## config.mk

```make
export PLATFORM = sky130hd
export DESIGN_NAME = dualport_ram_tdp
export DESIGN_NICKNAME = d
export VERILOG_FILES = /design/src/rtl/dualport_ram_tdp.sv
export SDC_FILE = /design/constraint.sdc
export NUM_CORES = 1
export LEC_CHECK = 0
export CORE_MARGIN = 2
export CORE_UTILIZATION = 41
export DETAILED_ROUTE_END_ITERATION = 16
export PLACE_DENSITY = 0.6
export SLEW_MARGIN = 10
export SYNTH_ARGS = -nofsm -noshare
export SYNTH_HDL_FRONTEND = slang
export SYNTH_SLANG_ARGS = --single-unit
```

## constraint.sdc

```tcl
create_clock -name clk -period 5.65 [get_ports clk]
set_input_delay 1.695 -clock clk [delete_from_list [all_inputs] [get_ports clk]]
set_output_delay 1.695 -clock clk [all_outputs]
set_load 0.02 [all_outputs]
```

## src/rtl/dualport_ram_tdp.sv

```systemverilog
// True dual-port synchronous RAM with post-reset clear sweep, write-write collision
// arbitration, selectable read-during-write behaviour and optional output register.
//
// Handshake: a port request is taken on a rising edge only when en_x && rdy_x;
// there is no back-pressure beyond rdy_x, and requests seen while rdy_x is low are dropped.
// A read produces exactly one vld_x pulse, 1 (OUT_REG=0) or 2 (OUT_REG=1) edges later.
module dualport_ram_tdp #(
    parameter int DATA_W   = 8,
    parameter int ADDR_W   = 4,
    parameter int RDW_MODE = 0,
    parameter int COL_PRI  = 0,
    parameter int OUT_REG  = 0
) (
    input  logic              clk,
    input  logic              rst,
    input  logic              en_a,
    input  logic              w_a,
    input  logic [ADDR_W-1:0] add_a,
    input  logic [DATA_W-1:0] d_in_a,
    output logic              rdy_a,
    output logic [DATA_W-1:0] d_out_a,
    output logic              vld_a,
    input  logic              en_b,
    input  logic              w_b,
    input  logic [ADDR_W-1:0] add_b,
    input  logic [DATA_W-1:0] d_in_b,
    output logic              rdy_b,
    output logic [DATA_W-1:0] d_out_b,
    output logic              vld_b,
    output logic              busy,
    output logic              col
);

    localparam int DEPTH = 2 ** ADDR_W;
    localparam bit B_WINS = (COL_PRI != 0);
    localparam bit RDW_NEW = (RDW_MODE != 0);

    typedef enum logic {
        ST_CLEAR = 1'b0,
        ST_RUN   = 1'b1
    } state_t;

    state_t            state;
    state_t            state_nxt;
    logic [ADDR_W-1:0] cnt;
    logic [ADDR_W-1:0] cnt_nxt;

    logic [DATA_W-1:0] mem [DEPTH];

    logic              acc_a, acc_b;
    logic              wr_a, wr_b;
    logic              rd_a, rd_b;
    logic              col_now;
    logic              keep_a, keep_b;
    logic [DATA_W-1:0] rd_data_a, rd_data_b;

    logic              s1_vld_a, s1_vld_b;
    logic [DATA_W-1:0] s1_data_a, s1_data_b;

    // ---------------- clear sequencer ----------------
    always_ff @(posedge clk or posedge rst) begin
        if (rst) begin
            state <= ST_CLEAR;
            cnt   <= '0;
        end else begin
            state <= state_nxt;
            cnt   <= cnt_nxt;
        end
    end

    always_comb begin
        state_nxt = state;
        cnt_nxt   = cnt;
        case (state)
            ST_CLEAR: begin
                cnt_nxt = cnt + 1'b1;
                if (cnt == {ADDR_W{1'b1}}) begin
                    state_nxt = ST_RUN;
                end
            end
            ST_RUN: begin
                state_nxt = ST_RUN;
            end
            default: begin
                state_nxt = ST_CLEAR;
                cnt_nxt   = '0;
            end
        endcase
    end

    // busy is the externally visible copy of the sequencer state
    assign busy  = (state == ST_CLEAR);
    assign rdy_a = (state == ST_RUN);
    assign rdy_b = (state == ST_RUN);

    // ---------------- request decode ----------------
    assign acc_a   = en_a && rdy_a;
    assign acc_b   = en_b && rdy_b;
    assign wr_a    = acc_a && w_a;
    assign wr_b    = acc_b && w_b;
    assign rd_a    = acc_a && !w_a;
    assign rd_b    = acc_b && !w_b;
    assign col_now = wr_a && wr_b && (add_a == add_b);

    // The losing write of a collision is simply not performed.
    assign keep_a = wr_a && !(col_now && B_WINS);
    assign keep_b = wr_b && !(col_now && !B_WINS);

    // ---------------- storage ----------------
    always_ff @(posedge clk) begin
        if (busy) begin
            mem[cnt] <= '0;
        end else begin
            if (keep_a) begin
                mem[add_a] <= d_in_a;
            end
            if (keep_b) begin
                mem[add_b] <= d_in_b;
            end
        end
    end

    // Cross-port bypass gives new-data semantics; the plain array read gives old data.
    always_comb begin
        rd_data_a = mem[add_a];
        if (RDW_NEW && wr_b && (add_b == add_a)) begin
            rd_data_a = d_in_b;
        end
    end

    always_comb begin
        rd_data_b = mem[add_b];
        if (RDW_NEW && wr_a && (add_a == add_b)) begin
            rd_data_b = d_in_a;
        end
    end

    // ---------------- first read stage and collision flag ----------------
    always_ff @(posedge clk or posedge rst) begin
        if (rst) begin
            s1_vld_a  <= 1'b0;
            s1_vld_b  <= 1'b0;
            s1_data_a <= '0;
            s1_data_b <= '0;
            col       <= 1'b0;
        end else begin
            s1_vld_a <= rd_a;
            s1_vld_b <= rd_b;
            if (rd_a) begin
                s1_data_a <= rd_data_a;
            end
            if (rd_b) begin
                s1_data_b <= rd_data_b;
            end
            col <= col_now;
        end
    end

    // ---------------- optional output register ----------------
    generate
        if (OUT_REG != 0) begin : g_out_reg
            logic              p_vld_a, p_vld_b;
            logic [DATA_W-1:0] p_data_a, p_data_b;

            always_ff @(posedge clk or posedge rst) begin
                if (rst) begin
                    p_vld_a  <= 1'b0;
                    p_vld_b  <= 1'b0;
                    p_data_a <= '0;
                    p_data_b <= '0;
                end else begin
                    p_vld_a <= s1_vld_a;
                    p_vld_b <= s1_vld_b;
                    if (s1_vld_a) begin
                        p_data_a <= s1_data_a;
                    end
                    if (s1_vld_b) begin
                        p_data_b <= s1_data_b;
                    end
                end
            end

            assign d_out_a = p_data_a;
            assign vld_a   = p_vld_a;
            assign d_out_b = p_data_b;
            assign vld_b   = p_vld_b;
        end else begin : g_no_out_reg
            assign d_out_a = s1_data_a;
            assign vld_a   = s1_vld_a;
            assign d_out_b = s1_data_b;
            assign vld_b   = s1_vld_b;
        end
    endgenerate

endmodule

```

==> results of run 1 <==
-- synth_stat cells (all sizes together) (2+ instances only) --
master	n
mux2	133
edfxtp	128
mux4	53
mux2i	28
clkbuf	26
buf	25
dfrtp	24
o21ai	23
a21oi	16
nor2	16
a22oi	14
nor2b	12
nand3	11
and2	10
nand2	10
a31oi	9
o21bai	8
o22ai	8
xnor2	7
inv	5
a2bb2oi	4
o211ai	4
and3	3
nor3	3
o2111ai	3
a32oi	2
nand3b	2
nor3b	2
-- state kept, by name (all words and copies together) (netlist names) --
register  count
cnt           4
d_out_a       8
vld_a         1
col           1
d_out_b       8
vld_b         1
rdy_a         1
mem         128
-- area by class of cell --
cell class | instances | area, um^2 | area share (%)
flip-flops and latches | 152 | 4440 | 43.4
multi-input cells | 391 | 4140 | 40.4
repair buffers | 74 | 663 | 6.48
clock buffers | 18 | 429 | 4.19
well taps | 275 | 344 | 3.36
clock inverters | 14 | 199 | 1.94
inverters | 5 | 18.8 | 0.183
-- critical path, cell delays in order --
cell and delay (ns):
sky130_fd_sc_hd__clkdlybuf4s50_1 0.49, sky130_fd_sc_hd__and3_1 0.57, sky130_fd_sc_hd__nand4_1 0.57, sky130_fd_sc_hd__o2111ai_2 0.67
sky130_fd_sc_hd__o21ai_0 0.57
-- per-stage QoR --
| step | util (%) | hold slack (ns) |
|---|---|---|
| floorplan | - | 0.479 |
| global placement | 45.6 | 0.510 |
| detailed placement | 45.6 | 0.512 |
| CTS | 48.5 | 0.527 |
| global route | 48.5 | 0.546 |
| finish | 48.5 | 0.522 |
-- cell usage in the layout (no fill, tap or decap), types with 5 or more instances in the layout --
cell	count
sky130_fd_sc_hd__nand3_1	11
sky130_fd_sc_hd__mux2_2	132
sky130_fd_sc_hd__clkdlybuf4s50_1	47
sky130_fd_sc_hd__nor2_1	16
sky130_fd_sc_hd__nand2_1	10
sky130_fd_sc_hd__mux2i_1	28
sky130_fd_sc_hd__a21oi_2	6
sky130_fd_sc_hd__edfxtp_1	128
sky130_fd_sc_hd__o21ai_0	20
sky130_fd_sc_hd__o21bai_1	8
sky130_fd_sc_hd__clkbuf_16	17
sky130_fd_sc_hd__a22oi_1	14
sky130_fd_sc_hd__mux4_2	53
sky130_fd_sc_hd__nor2b_1	12
sky130_fd_sc_hd__a31oi_1	9
sky130_fd_sc_hd__buf_4	23
sky130_fd_sc_hd__inv_1	5
sky130_fd_sc_hd__a21oi_1	10
sky130_fd_sc_hd__and2_0	8
sky130_fd_sc_hd__xnor2_1	7
sky130_fd_sc_hd__o22ai_1	8
sky130_fd_sc_hd__dfrtp_1	24
-- per-layer routing --
layer / up-vias / track usage (%) / routed length (um)
met5: - / 0 / 0
met4: 0 / 10.4 / 1080
met3: 68 / 5.54 / 2160
met2: 338 / 38.1 / 12500
met1: 3083 / 34.4 / 11400
li1: 2499 / - / -
-- logic make-up (layout without fill, tap and decap cells) --
logic type               after synthesis  count (layout)
multiplexers                         214             214
AND/OR/NAND/NOR                       74              74
AO/OA/AOI/OAI                         94              94
flip-flops                           152             152
buffers and inverters                 56             111
adder cells (fa/ha/maj)                1               1
XOR/XNOR                               8               8
-- where the power goes --
part           internal [mW]  switching (mW)  total (mW)
registers               1.24          0.0118        1.25
clock network          0.744           0.486        1.23
logic                  0.135           0.178       0.313
total                   2.11           0.676        2.79
-- path summary, 6_finish.rpt --
kind	from	endpoint	slack, ns	cells after the start
setup reg to reg	rdy_a	mem[13][3]	2.18	4
hold / removal	d_out_a[2]	d_out_a[2]	0.52	2
hold reg to reg	d_out_a[2]	d_out_a[2]	0.52	2
max in group asynchronous	rst	d_out_a[3]	3.67	3
min in group asynchronous	rst	cnt[0]	1.67	3
setup / recovery	w_a	mem[13][3]	1.08	5
==> results.tsv, run 1 <==
stage	metric	value	unit
global_routing	number of global-route vias before repair	5914	
route	post-route antenna net violation count	0	
place	area post-placement	9610	um^2
route	post-detailed-route wirelength per cell	29.3	um
yosys	number of distinct library cells after synthesis	47	
floorplanning	full die area	22700	um^2
cells_and_area	share of final-layout standard cells stronger than drive strength 1	39.8	%
sta	worst setup slack after layout	1.08	ns
flow_run	# Max-Cap Violations	0	
yosys	top cell type's share of synthesized area	43.5	%
sta	final setup vio count	0	
yosys	cell type with the highest aggregate area in the netlist	sky130_fd_sc_hd__edfxtp_1	
clocking	clock transition at the registers of the reported paths	0.07	ns
pwr	Cell Pwr Density	273	nW/um^2
place	gpl congestion	0.888	
yosys	post-synthesis net count	630	
yosys	synthesized-area fraction occupied by ao, oa, aoi and oai cells	7.79	%
clocking	Skew-Pair Late Insertion Delay	0.43	ns
clocking	buffers inserted by post-CTS timing repair	0	
yosys	number of enable flip-flop cells after synthesis	128	
yosys	post-synthesis sequential element count	152	
yosys	Yosys warnings	0	
route	length of the first detailed-routing pass in iterations	5	
place	Detail Placement HPWL	18100	um
clocking	CTS H-tree depth	4	
sta	measured slew at the worst slew-check pin	1.28	ns
sta	final total negative setup slack	0	ns
clocking	Num CTS Buffers	17	
place	setup slack after placement	0.642	ns
floorplanning	starting utilization of the core area	41.9	%
route	number of DRC violations after detailed-routing iteration 0	665	
yosys	share of synthesized cell area in full adder, half adder and majority cells	0.142	%
yosys	fraction of the mapped netlist area in simple logic gates	4.48	%
yosys	post-synthesis async set-or-reset flop share	15.8	%
yosys	multiplexer share of the synthesized area	33.6	%
critical_path	critical path start-end classification	input pin to register	
global_routing	aggregate global routing overflow	0	
pwr	highest ir drop seen on vdd	0.157	mV
critical_path	largest fanout of any net on the critical path	17	
pwr	PnR Total Power	2.79	mW
cells_and_area	final non-filler cell area	10200	um^2
sta	headroom to the max-slew limit	14.8	%
clocking	clk buf depth	2	
floorplanning	row count	53	
place	number of buffer cells added on primary ports	51	
global_routing	initial antenna violation count	0	
place	number of instances in the placed design	897	
clocking	Hold Buf Count CTS	0	
yosys	leading cell types by total area after synthesis	sky130_fd_sc_hd__edfxtp_1 (44%), sky130_fd_sc_hd__mux2_2 (17%), sky130_fd_sc_hd__mux4_2 (14%)	
clocking	post-CTS sizing	0	
yosys	combinational family with the most area after synthesis	multiplexers	
min_path	class of the tightest hold or removal check	register to register	
clocking	root cell of the clock tree	sky130_fd_sc_hd__clkbuf_16	
global_routing	maximum number of pins on one net before global-route repair	43	
route	routed vias	5988	
clocking	Sinks on Clock Net	152	
sta	Peak Freq	219	MHz
sta	Setup Skew	0.00957	ns
yosys	Post-Synthesis Mean Instance Area	14.7	um^2
sta	final worst path period need	4.57	ns
yosys	Cell Area, Synth	8830	um^2
route	DRC violations left	0	
cells_and_area	number of diodes added for antenna fixing	0	
floorplanning	area of the core	21100	um^2
status	result of the run	finished, final reports clean	
yosys	Synth Instances	599	
cells_and_area	fillcell total	1841	
critical_path	Critical Path RT	5.67	ns
sta	total count of hold-check failures in the final report	0	
yosys	ys flop type	sky130_fd_sc_hd__edfxtp_1	
route	via density per instance	6.45	
cells_and_area	final cell count without fillers	929	
cells_and_area	final layout net count	672	
critical_path	element type at the critical path start	input pin	
cells_and_area	growth of design area from synthesis to finish	15.9	%
floorplanning	number of top-level pins	52	
critical_path	Arrival @ worst endpoint	4.58	ns
sta	post-route clock period utilization	80.8	%
sta	fin. max-slew vios	0	
global_routing	global-route wire length before repair	39800	um
route	WL final	27200	um
yosys	sequential cell area fraction in the yosys report	50.3	%
global_routing	GR Util All Layers	24.9	%
clocking	clock tree from TritonCTS	yes	
yosys	xor/xnor share of the synthesized area	0.793	%
pwr	reported leakage power	3.83	nW
floorplanning	horizontal extent of the die	151	um
floorplanning	height of the chip	151	um
critical_path	endpoint type of the worst setup path	register	
sta	RSZ-0062 raised after global routing	false	
Note: power is estimated with default switching activity, not from simulation.
==> run 2, diff against run 1 <==
- clock period: 5.65 -> 4.3 ns (I/O delays scaled with it)
==> results.tsv, run 2 (synthesized netlist as in run 1, its figures left out) <==
stage	metric	value	unit	change
place	number of instances in the placed design	919		was 897
cells_and_area	area used by sequential logic in the layout	4440	um^2	unchanged
pwr	highest ir drop seen on vdd	0.281	mV	was 0.157 mV
place	number of buffer cells added on primary ports	51		unchanged
cells_and_area	max reg flops	128		unchanged
critical_path	element type at the critical path start	input pin		unchanged
route	routed vias	5948		was 5988
critical_path	cells on worst reg2reg path	4		unchanged
route	WL final	26700	um	was 27200 um
cells_and_area	most common cell after layout, fill and taps aside	sky130_fd_sc_hd__mux2_2		unchanged
critical_path	Critical Path RT	4.34	ns	was 5.67 ns
critical_path	Arrival @ worst endpoint	3.60	ns	was 4.58 ns
cells_and_area	final cell count without fillers	951		was 929
clocking	buffers inserted by post-CTS timing repair	0		unchanged
critical_path	endpoint type of the worst setup path	register		unchanged
floorplanning	horizontal extent of the die	151	um	unchanged
floorplanning	full die area	22700	um^2	unchanged
sta	final worst path period need	3.56	ns	
clocking	Hold Buf Count CTS	0		unchanged
route	via density per instance	6.25		was 6.45
cells_and_area	combined area of the multi-input logic cells	4140	um^2	about the same
clocking	Sinks on Clock Net	152		unchanged
clocking	CTS H-tree depth	4		unchanged
sta	Setup Skew	0.00518	ns	was 0.00957 ns
min_path	cell count of the worst hold path	1		was 2
route	length of the first detailed-routing pass in iterations	5		unchanged
floorplanning	starting utilization of the core area	41.9	%	unchanged
cells_and_area	most used cells in the layout excluding fill and tap cells	sky130_fd_sc_hd__mux2_2 (132), sky130_fd_sc_hd__edfxtp_1 (128), sky130_fd_sc_hd__mux4_2 (53)		unchanged
critical_path	largest fanout of any net on the critical path	10		was 17
place	Detail Placement HPWL	18600	um	was 18100 um
route	post-detailed-route wirelength per cell	28.1	um	was 29.3 um
route	number of DRC violations after detailed-routing iteration 0	622		was 665
min_path	class of the tightest hold or removal check	register to register		unchanged
clocking	clock tree from TritonCTS	yes		unchanged
clocking	Num CTS Buffers	17		unchanged
sta	post-route clock period utilization	82.7	%	
sta	final setup vio count	0		unchanged
critical_path	reg-to-reg startpoint	rdy_a		unchanged
global_routing	global-route wire length before repair	39300	um	was 39800 um
clocking	clock transition at the registers of the reported paths	0.06	ns	was 0.07 ns
min_path	HP Start	cnt[2]		was d_out_a[2]
clocking	post-CTS sizing	0		unchanged
clocking	root cell of the clock tree	sky130_fd_sc_hd__clkbuf_16		unchanged
global_routing	initial antenna violation count	0		unchanged
pwr	reported leakage power	3.92	nW	was 3.83 nW
critical_path	Reg2Reg Setup Slack	1.49	ns	was 2.18 ns
flow_run	# Max-Cap Violations	0		unchanged
sta	Peak Freq	281	MHz	
sta	final total negative setup slack	0	ns	unchanged
critical_path	critical path start-end classification	input pin to register		unchanged
cells_and_area	number of diodes added for antenna fixing	0		unchanged
route	post-route antenna net violation count	0		unchanged
global_routing	aggregate global routing overflow	0		unchanged
floorplanning	row count	53		unchanged
cells_and_area	growth of design area from synthesis to finish	17.3	%	was 15.9%
floorplanning	area of the core	21100	um^2	unchanged
cells_and_area	fillcell total	1788		was 1841
pwr	Cell Pwr Density	343	nW/um^2	was 273 nW/um^2
sta	RSZ-0062 raised after global routing	false		unchanged
sta	measured slew at the worst slew-check pin	1.21	ns	was 1.28 ns
min_path	Worst Hold Endpoint	cnt[2]		was d_out_a[2]
critical_path	endpoint of the worst-slack reg-to-reg timing path	mem[9][0]		was mem[13][3]
route	DRC violations left	0		unchanged
cells_and_area	final layout net count	694		was 672
status	result of the run	finished, final reports clean		unchanged
clocking	clk buf depth	2		unchanged
sta	fin. max-slew vios	0		unchanged
clocking	Skew-Pair Late Insertion Delay	0.43	ns	about the same
place	gpl congestion	0.906		was 0.888
global_routing	number of global-route vias before repair	5973		was 5914
sta	total count of hold-check failures in the final report	0		unchanged
global_routing	GR Util All Layers	24.5	%	was 24.9%
floorplanning	height of the chip	151	um	unchanged
global_routing	maximum number of pins on one net before global-route repair	28		was 43
cells_and_area	register bank with the most flops	mem		unchanged
cells_and_area	share of final-layout standard cells stronger than drive strength 1	40.8	%	was 39.8%
sta	headroom to the max-slew limit	19.0	%	was 14.8%
floorplanning	number of top-level pins	52		unchanged
==> run 2: how the worst max path moves through the flow <==
stage	cells past startpoint	startpoint	to
floorplan	5	add_a[2]	mem[15][1]
global placement	5	en_a	mem[9][4]
detailed placement	6	en_a	mem[9][4]
CTS	6	en_a	mem[9][3]
global route	6	en_a	mem[9][0]
finish	6	w_a	mem[9][0]
==> run 2: final cells by class <==
type                    count  area share [%]
clock inverters            11            1.26
flip-flops and latches    152            42.9
inverters                   5           0.181
clock buffers              21            4.25
repair buffers             96            8.12
well taps                 275            3.32
multi-input cells         391            40.0
==> run 2: worst max-delay path: stages <==
cell and delay [ns]:
sky130_fd_sc_hd__clkdlybuf4s50_1 0.46, sky130_fd_sc_hd__and3_1 0.29, sky130_fd_sc_hd__buf_4 0.22, sky130_fd_sc_hd__nor3b_1 0.20, sky130_fd_sc_hd__a21oi_1 0.16, sky130_fd_sc_hd__o21bai_1 0.98
==> run 2: stage by stage <==
step / setup WS [ns] / power, mW / area (um^2) / util, % / hold WS, ns
finish: 0.743 / 3.55 / 10400 / 49.1 / 0.518
global route: 0.635 / 3.65 / 10400 / 49.1 / 0.546
CTS: 0.746 / 3.55 / 10400 / 49.1 / 0.517
detailed placement: 0.304 / 2.09 / 9790 / 46.4 / 0.508
global placement: 0.369 / 2.08 / 9790 / 46.4 / 0.509
floorplan: 0.961 / 1.92 / 8830 / - / 0.479
==> run 2: power by group <==
part           internal [mW]  switching, mW  total (mW)  leakage (nW)
combinational          0.184          0.235       0.419          1.97
sequential              1.62         0.0167        1.64          1.69
clock                  0.902          0.588        1.49         0.271
==> run 2: layer usage <==
| layer | track usage (%) | up-vias | share of wire [%] |
|---|---|---|---|
| met1 | 33.1 | 3060 | 42 |
| li1 | - | 2537 | - |
| met5 | 0 | - | 0 |
| met2 | 38.7 | 296 | 48 |
| met3 | 5.06 | 55 | 6.6 |
| met4 | 10.1 | 0 | 3.6 |
==> run 3, diff against run 2 <==
- clock period: 4.3 -> 3.4 ns (I/O delays scaled with it)
==> results.tsv, run 3 (synthesized netlist as in run 1, its figures left out) <==
stage	metric	value	unit	change
status	result of the run	finished, final reports clean		unchanged
pwr	net switching component of the power	1.06	mW	was 840 uW
clocking	clock transition at the registers of the reported paths	0.06	ns	about the same
global_routing	GR Util All Layers	25.3	%	was 24.5%
clocking	post-CTS sizing	0		unchanged
min_path	class of the tightest hold or removal check	register to register		unchanged
sta	worst setup slack after layout	0.473	ns	was 0.743 ns
sta	RSZ-0062 raised after global routing	false		unchanged
place	setup slack after placement	0.0770	ns	was 0.304 ns
route	WL final	27300	um	was 26700 um
clocking	Hold Buf Count CTS	0		unchanged
pwr	fraction of power consumed by combinational cells	12.4	%	was 11.8%
sta	final total negative setup slack	0	ns	unchanged
sta	total count of hold-check failures in the final report	0		unchanged
sta	final worst path period need	2.93	ns	
clocking	root cell of the clock tree	sky130_fd_sc_hd__clkbuf_16		unchanged
sta	Peak Freq	342	MHz	
sta	measured slew at the worst slew-check pin	1.16	ns	was 1.21 ns
sta	final setup vio count	0		unchanged
pwr	Cell Pwr Density	419	nW/um^2	was 343 nW/um^2
sta	fin. max-slew vios	0		unchanged
clocking	Sinks on Clock Net	152		unchanged
clocking	buffers inserted by post-CTS timing repair	0		unchanged
global_routing	global-route wire length before repair	40800	um	was 39300 um
pwr	Internal Pwr Total	3.36	mW	was 2.71 mW
route	routed wire length on met3	2150	um	was 1770 um
place	Detail Placement HPWL	19100	um	was 18600 um
clocking	clk buf depth	2		unchanged
floorplanning	horizontal extent of the die	151	um	unchanged
pwr	highest ir drop seen on vdd	0.352	mV	was 0.281 mV
sta	headroom to the max-slew limit	22.4	%	was 19.0%
pwr	PnR Total Power	4.42	mW	was 3.55 mW
sta	Setup Skew	0.00983	ns	was 0.00518 ns
route	post-detailed-route wirelength per cell	27.9	um	was 28.1 um
pwr	Reg power frac	47.0	%	was 46.2%
critical_path	Critical Path RT	3.44	ns	was 4.34 ns
flow_run	# Max-Cap Violations	0		unchanged
floorplanning	height of the chip	151	um	unchanged
route	total met2 wirelength after detailed routing	13000	um	was 12700 um
critical_path	element type at the critical path start	input pin		unchanged
floorplanning	number of top-level pins	52		unchanged
critical_path	largest fanout of any net on the critical path	11		was 10
pwr	fraction of power consumed by the clock network	40.7	%	was 42.0%
place	number of buffer cells added on primary ports	51		unchanged
floorplanning	row count	53		unchanged
pwr	reported leakage power	4.05	nW	was 3.92 nW
floorplanning	full die area	22700	um^2	unchanged
clocking	clock tree from TritonCTS	yes		unchanged
floorplanning	starting utilization of the core area	41.9	%	unchanged
cells_and_area	share of final-layout standard cells stronger than drive strength 1	43.3	%	was 40.8%
critical_path	Arrival @ worst endpoint	2.97	ns	was 3.60 ns
critical_path	critical path start-end classification	input pin to register		unchanged
clocking	CTS H-tree depth	4		unchanged
critical_path	endpoint type of the worst setup path	register		unchanged
clocking	Skew-Pair Late Insertion Delay	0.43	ns	about the same
pwr	switching power as a share of total power	23.9	%	was 23.7%
route	DRC violations left	0		unchanged
place	gpl congestion	0.924		was 0.906
global_routing	maximum number of pins on one net before global-route repair	28		unchanged
route	length of the first detailed-routing pass in iterations	5		unchanged
cells_and_area	fillcell total	1821		was 1788
cells_and_area	most used cells in the layout excluding fill and tap cells	sky130_fd_sc_hd__mux2_2 (132), sky130_fd_sc_hd__edfxtp_1 (128), sky130_fd_sc_hd__buf_4 (74)		was sky130_fd_sc_hd__mux2_2 (132), sky130_fd_sc_hd__edfxtp_1 (128), sky130_fd_sc_hd__mux4_2 (53)
route	post-route met1 wirelength	11100	um	was 11300 um
cells_and_area	growth of design area from synthesis to finish	19.5	%	was 17.3%
cells_and_area	most common cell after layout, fill and taps aside	sky130_fd_sc_hd__mux2_2		unchanged
global_routing	aggregate global routing overflow	0		unchanged
cells_and_area	register bank with the most flops	mem		unchanged
sta	smallest hold slack	0.531	ns	was 0.518 ns
floorplanning	area of the core	21100	um^2	unchanged
clocking	Num CTS Buffers	17		unchanged
global_routing	initial antenna violation count	0		unchanged
route	via density per instance	6.23		was 6.25
route	number of DRC violations after detailed-routing iteration 0	787		was 622
cells_and_area	max reg flops	128		unchanged
sta	post-route clock period utilization	86.1	%	
route	routed vias	6103		was 5948
global_routing	number of global-route vias before repair	6311		was 5973
cells_and_area	final layout net count	724		was 694
route	post-route antenna net violation count	0		unchanged
cells_and_area	number of diodes added for antenna fixing	0		unchanged
route	topmost layer with routed signal wires	met4		unchanged
==> run 3: worst max-delay path, stage by stage <==
cell	delay, ns
sky130_fd_sc_hd__clkdlybuf4s50_1	0.49
sky130_fd_sc_hd__buf_4	0.24
sky130_fd_sc_hd__nor2b_1	0.17
sky130_fd_sc_hd__a21oi_1	0.13
sky130_fd_sc_hd__o21bai_1	0.91
==> run 3: metal layers <==
layer / vias to the layer above / global-route usage (%)
li1: 2589 / -
met1: 3101 / 33.9
met2: 347 / 40.5
met3: 66 / 5.15
met4: 0 / 10.5
met5: - / 0
==> run 3: path summary, 6_finish.rpt <==
path	from	to	slack, ns	depth (start not counted)
setup / recovery	add_a[1]	mem[5][7]	0.47	5
hold / removal	d_out_a[2]	d_out_a[2]	0.53	2
setup reg to reg	rdy_a	mem[5][7]	0.94	5
hold reg to reg	d_out_a[2]	d_out_a[2]	0.53	2
max in group asynchronous	rst	d_out_b[4]	2.13	3
min in group asynchronous	rst	d_out_b[5]	0.97	3
==> run 3: layout make-up <==
type | instances | area [um^2] | area share (%)
clock buffer | 20 | 437 | 4.14
clock inverter | 11 | 108 | 1.02
inverter | 5 | 18.8 | 0.178
multi-input combinational | 391 | 4140 | 39.2
sequential | 152 | 4440 | 42.1
tap | 275 | 344 | 3.26
timing repair buffer | 126 | 1070 | 10.1
==> run 3: per-stage QoR <==
| step | cells | instance area (um^2) | util, % |
|---|---|---|---|
| 3_3_place_gp | 949 | 10000 | 47.5 |
| 5_1_grt | 980 | 10600 | 50.1 |
| 3_5_place_dp | 949 | 10000 | 47.5 |
| 4_1_cts | 980 | 10600 | 50.1 |
| 2_1_floorplan | 599 | 8830 | - |
| 6_report | 980 | 10600 | 50.1 |
==> run 3: power by group through the flow <==
| stage | sequential (mW) | clock (mW) | combinational, mW |
|---|---|---|---|
| final | 2.07 | 1.80 | 0.546 |
| after global routing | 2.08 | 1.89 | 0.581 |
| after CTS | 2.07 | 1.81 | 0.544 |
| after detailed placement | 2.11 | 0 | 0.542 |
| after global placement | 2.11 | 0 | 0.537 |
| after floorplan | 2.14 | 0 | 0.284 |
